### config.mk
export PLATFORM = sky130hd
export DESIGN_NAME = hilo_muldiv_unit
export DESIGN_NICKNAME = d
export VERILOG_FILES = /design/src/rtl/hilo_muldiv_unit.sv
export SDC_FILE = /design/constraint.sdc
export NUM_CORES = 1
export LEC_CHECK = 0
export BUFFER_PORTS_ARGS = -buffer_cell sky130_fd_sc_hd__buf_2
export CELL_PAD_IN_SITES_DETAIL_PLACEMENT = 0
export CELL_PAD_IN_SITES_GLOBAL_PLACEMENT = 2
export CORE_ASPECT_RATIO = 0.75
export CORE_MARGIN = 4
export CORE_UTILIZATION = 40
export DETAILED_ROUTE_END_ITERATION = 10
export PLACE_DENSITY_LB_ADDON = 0.1
export SETUP_SLACK_MARGIN = 0.3
export SLEW_MARGIN = 5
export SYNTH_ARGS = -nofsm -noshare
export SYNTH_HDL_FRONTEND = slang
export SYNTH_SLANG_ARGS = --single-unit
### constraint.sdc
create_clock -name clk -period 8.8 [get_ports clk]
set_input_delay 0.44 -clock clk [delete_from_list [all_inputs] [get_ports clk]]
set_output_delay 0.44 -clock clk [all_outputs]
set_load 0.05 [all_outputs]
### src/rtl/hilo_muldiv_unit.sv
`default_nettype none
// +------------------------------------------------------------------------------+
// | hilo_muldiv_unit: iterative signed MULT/DIV owning HI/LO, with MFHI/MFLO reads |
// | Revision 1.0                                                                   |
// +------------------------------------------------------------------------------+
module hilo_muldiv_unit #(
  parameter int WIDTH = 32,
  parameter int CNT_W = 6
) (
  input  logic             clk,
  input  logic             reset,
  input  logic [3:0]       aluControl,
  input  logic             regHiLoWrite,
  input  logic [WIDTH-1:0] srcA,
  input  logic [WIDTH-1:0] srcB,
  output logic [WIDTH-1:0] hiLoData,
  output logic             stall,
  output logic             busy,
  output logic             done,
  output logic [WIDTH-1:0] hi,
  output logic [WIDTH-1:0] lo
);

  // Subset of the libAlu operation encoding that this unit responds to
  localparam logic [3:0] ALU_MULT = 4'd8;
  localparam logic [3:0] ALU_DIV  = 4'd9;
  localparam logic [3:0] ALU_MFHI = 4'd10;
  localparam logic [3:0] ALU_MFLO = 4'd11;

  localparam logic [1:0] S_IDLE = 2'd0;
  localparam logic [1:0] S_MUL  = 2'd1;
  localparam logic [1:0] S_DIV  = 2'd2;
  localparam logic [1:0] S_FIX  = 2'd3;

  logic [1:0]         state;
  logic [WIDTH-1:0]   opa;
  logic [WIDTH-1:0]   opb;
  logic [WIDTH-1:0]   quo;
  logic [WIDTH-1:0]   rem;
  logic [2*WIDTH-1:0] prod;
  logic [CNT_W-1:0]   cnt;
  logic               neg_a;
  logic               neg_b;
  logic               div_zero;
  logic               is_div;

  logic               is_muldiv_op;
  logic               is_hilo_op;
  logic               start;
  logic               last_iter;
  logic [WIDTH-1:0]   abs_a;
  logic [WIDTH-1:0]   abs_b;
  logic [WIDTH:0]     mul_sum;
  logic [WIDTH:0]     div_shift;
  logic [WIDTH+1:0]   div_diff;
  logic [2*WIDTH-1:0] prod_signed;
  logic [WIDTH-1:0]   quo_signed;
  logic [WIDTH-1:0]   rem_signed;
  logic [WIDTH-1:0]   orig_a;

  assign is_muldiv_op = (aluControl == ALU_MULT) || (aluControl == ALU_DIV);
  assign is_hilo_op   = is_muldiv_op || (aluControl == ALU_MFHI) || (aluControl == ALU_MFLO);
  assign start        = (state == S_IDLE) && regHiLoWrite && is_muldiv_op;
  assign stall        = busy && is_hilo_op;
  assign last_iter    = (cnt == CNT_W'(WIDTH - 1));

  // Magnitudes are plain unsigned, so the most negative value keeps its bit pattern
  assign abs_a = srcA[WIDTH-1] ? -srcA : srcA;
  assign abs_b = srcB[WIDTH-1] ? -srcB : srcB;

  assign mul_sum   = {1'b0, prod[2*WIDTH-1:WIDTH]} + (prod[0] ? {1'b0, opa} : {(WIDTH+1){1'b0}});
  assign div_shift = {rem, quo[WIDTH-1]};
  assign div_diff  = {1'b0, div_shift} - {2'b00, opb};

  assign prod_signed = (neg_a ^ neg_b) ? -prod : prod;
  assign quo_signed  = (neg_a ^ neg_b) ? -quo : quo;
  assign rem_signed  = neg_a ? -rem : rem;
  assign orig_a      = neg_a ? -opa : opa;

  always_comb begin
    hiLoData = '0;
    if (aluControl == ALU_MFHI) begin
      hiLoData = hi;
    end else if (aluControl == ALU_MFLO) begin
      hiLoData = lo;
    end
  end

  always_ff @(posedge clk or negedge reset) begin
    if (!reset) begin
      state    <= S_IDLE;
      hi       <= '0;
      lo       <= '0;
      busy     <= 1'b0;
      done     <= 1'b0;
      opa      <= '0;
      opb      <= '0;
      quo      <= '0;
      rem      <= '0;
      prod     <= '0;
      cnt      <= '0;
      neg_a    <= 1'b0;
      neg_b    <= 1'b0;
      div_zero <= 1'b0;
      is_div   <= 1'b0;
    end else begin
      done <= 1'b0;
      case (state)
        S_IDLE: begin
          if (start) begin
            opa      <= abs_a;
            opb      <= abs_b;
            neg_a    <= srcA[WIDTH-1];
            neg_b    <= srcB[WIDTH-1];
            div_zero <= (srcB == '0);
            is_div   <= (aluControl == ALU_DIV);
            prod     <= {{WIDTH{1'b0}}, abs_b};
            quo      <= abs_a;
            rem      <= '0;
            cnt      <= '0;
            busy     <= 1'b1;
            state    <= (aluControl == ALU_DIV) ? S_DIV : S_MUL;
          end
        end
        S_MUL: begin
          prod <= {mul_sum, prod[WIDTH-1:1]};
          cnt  <= cnt + 1'b1;
          if (last_iter) state <= S_FIX;
        end
        S_DIV: begin
          // Keep the trial subtraction only when it did not borrow
          if (!div_diff[WIDTH+1]) begin
            rem <= div_diff[WIDTH-1:0];
            quo <= {quo[WIDTH-2:0], 1'b1};
          end else begin
            rem <= div_shift[WIDTH-1:0];
            quo <= {quo[WIDTH-2:0], 1'b0};
          end
          cnt <= cnt + 1'b1;
          if (last_iter) state <= S_FIX;
        end
        S_FIX: begin
          if (is_div) begin
            if (div_zero) begin
              hi <= orig_a;
              lo <= '1;
            end else begin
              hi <= rem_signed;
              lo <= quo_signed;
            end
          end else begin
            {hi, lo} <= prod_signed;
          end
          busy  <= 1'b0;
          done  <= 1'b1;
          state <= S_IDLE;
        end
        default: begin
          busy  <= 1'b0;
          state <= S_IDLE;
        end
      endcase
    end
  end

endmodule
`default_nettype wire
==> flow_summary.json <==
{
  "timing.final.crit_share_pct": 46.6,
  "endpoint_kind": "flip-flop",
  "drive_gt1_share_pct": 11.4,
  "synth.distinct_cells": 67,
  "wl_per_cell_um": 23.5,
  "worst_slack_ns": 4.70,
  "status": "finished clean",
  "syn_nets": 2560,
  "tns_ns": 0,
  "postSynthAreaPerCell_um2": 8.28,
  "clk_latency_ns": 0.58,
  "synth_async_sr_flop_share_pct": 100,
  "peakVddDrop_uv": 216,
  "slew_headroom_pct": 23.5,
  "overflow": 0,
  "path_max_fanout": 36,
  "cp.required_ns": 9.24,
  "viasPerCell": 5.90,
  "cts_sinks": 270,
  "die_w_um": 266,
  "grtUsageTotal_pct": 27.0,
  "detail_route.iter0.violations": 1950,
  "grt_antenna_before_repair": 1,
  "ys.flop_type": "dfrtp_1",
  "grt_max_degree": 160,
  "synth_edf_count": 0,
  "hold_buffers": 1,
  "rows": 70,
  "cts_tree": "built",
  "synth_area_leaders": "dfrtp_1 (34%), xnor2_1 (6.9%), nand2_1 (5.9%), o21ai_0 (5.8%), ha_1 (4.8%)",
  "ys_seq_elements": 270,
  "setup_violations": 0,
  "grt_pass1_wl_um": 112000,
  "grt_setup_unrepaired": "no",
  "hold_viol_final": 0,
  "yosys.area.top_type": "dfrtp_1",
  "pre_cts_slack_ns": 4.79,
  "finClkSkew_ns": 0.0181,
  "cp-start-kind": "flip-flop",
  "yosysWarnings": 0,
  "dieArea_mm2": 0.0536,
  "fmax_mhz": 244,
  "n_antenna_cell": 0,
  "ys_seq_area_share_pct": 33.8,
  "start_util_pct": 40.7,
  "slew_violations": 0,
  "final_antenna_net_count": 0,
  "fin_crit_ns": 4.10,
  "fp.coreArea_mm2": 0.0490,
  "portBuffers": 169,
  "drc_errors": 0,
  "critical_path_arrival_ns": 4.54,
  "clock_path_buffers": 3,
  "io_pins": 170,
  "wl_um": 74500,
  "p_per_area_mw_per_mm2": 397,
  "synth_cells": 2411,
  "post_cts_buffers": 0,
  "ys_top_cells_by_count": "nand2_1 (312), dfrtp_1 (270), o21ai_0 (232)",
  "grt_pass1_vias": 17100,
  "dp_hpwl_um": 57100,
  "maxCapViolations": 0,
  "area_growth_pct": 13.0,
  "drt_pass1_iterations": 5,
  "gp_congestion": 0.932,
  "clk_pin_slew_ns": 0.06,
  "critical_path_class": "flip-flop to flip-flop",
  "vias": 18700,
  "cts_buffers": 31,
  "worst_pin_slew_ns": 1.14,
  "clock-root-buffer": "clkbuf_16",
  "post_cts_resized": 0,
  "p_leak_nw": 9.98,
  "hold_path.class": "primary input to flip-flop",
  "die-height_um": 201,
  "fin_nets": 2651,
  "synth.most_common_cell": "nand2_1",
  "syn-cell-area_mm2": 0.0200,
  "synth_top_cell_area_share_pct": 33.8,
  "htree_levels": 1
}
power breakdown:
part | internal, W | total [W] | switching [W] | leakage (nW)
registers | 0.00174 | 0.00251 | 0.000776 | 3.35
logic | 0.00167 | 0.00499 | 0.00332 | 6.06
clock network | 0.000923 | 0.00146 | 0.000540 | 0.568
worst paths after layout:
| path | from | to | slack (ns) | depth (start not counted) |
|---|---|---|---|---|
| worst max-delay path | prod[0] | prod[55] | 4.70 | 15 |
| worst max register to register | prod[0] | prod[55] | 4.70 | 15 |
| worst min register to register | opb[2] | opb[2] | 0.48 | 2 |
| max in group asynchronous | reset | opb[12] | 6.83 | 3 |
| min in group asynchronous | reset | done | 0.52 | 2 |
| worst min-delay path | srcB[30] | div_zero | 0.20 | 3 |
cell usage in the layout (no fill, tap or decap), types with 31 or more instances in the layout:
master,n
nand2_1,312
dfrtp_1,268
o21ai_0,231
buf_2,168
a21oi_1,163
nor2_1,162
xnor2_1,157
inv_1,113
xor2_1,106
ha_1,75
mux2i_1,71
o31ai_1,54
nand3_1,42
a22o_1,41
a21o_1,34
and2_1,33
o211ai_1,32
o221ai_1,31
clkbuf_16,31
cells by family (layout without fill, tap and decap cells):
family / Yosys count / in the layout / share of synthesized area, %
XOR/XNOR: 265 / 265 / 11.6
adder cells (fa/ha/maj): 78 / 78 / 4.96
AND/OR/NAND/NOR: 731 / 731 / 17.4
AO/OA/AOI/OAI: 738 / 738 / 23.3
multiplexers: 80 / 80 / 4.12
buffers and inverters: 249 / 363 / 4.73
flip-flops: 270 / 270 / 33.8
state kept, by name, indices dropped and copies added (netlist names), 2 cells and up:
register	cells
opb	32
quo	32
lo	32
state	2
hi	32
rem	32
opa	32
prod	64
cnt	6
per-stage QoR:
stage               utilization (%)  cells  area (um^2)  power, W  hold slack (ns)
floorplan                         -   2411        20000   0.00576            0.144
global placement               43.6   3116        21400   0.00738            0.465
detailed placement             43.6   3116        21400   0.00744            0.474
CTS                            46.0   3173        22600   0.00893            0.172
global route                   46.0   3173        22600   0.00956            0.205
finish                         46.0   3173        22600   0.00896            0.205
worst max-delay path, stage by stage, from the launching register on:
cell,delay (ns)
dfrtp_1,1.04
inv_1,0.15
nor2_1,0.15
ha_1,0.18
inv_1,0.06
fa_1,0.39
nor2b_1,0.19
o31a_1,0.20
o21a_1,0.14
o21ai_0,0.12
a21boi_0,0.56
nand4_1,0.20
a21oi_1,0.18
o22a_1,0.19
xnor2_1,0.12
o21ai_0,0.09
per-layer routing:
| layer | GRT usage [%] | wire (um) | up-vias |
|---|---|---|---|
| li1 | - | - | 8782 |
| met1 | 44.4 | 37800 | 9173 |
| met2 | 37.8 | 29800 | 682 |
| met3 | 3.40 | 5380 | 68 |
| met4 | 4.61 | 1470 | 2 |
| met5 | 0 | 13 | - |
area by class of cell:
class | instances | area (um^2)
clock buffers | 45 | 918
fillers | 4858 | 26500
clock inverters | 11 | 234
well taps | 648 | 811
inverters | 113 | 424
multi-input cells | 1892 | 12300
repair buffers | 194 | 1060
flip-flops and latches | 270 | 6760
Note: power is estimated with default switching activity, not from simulation.
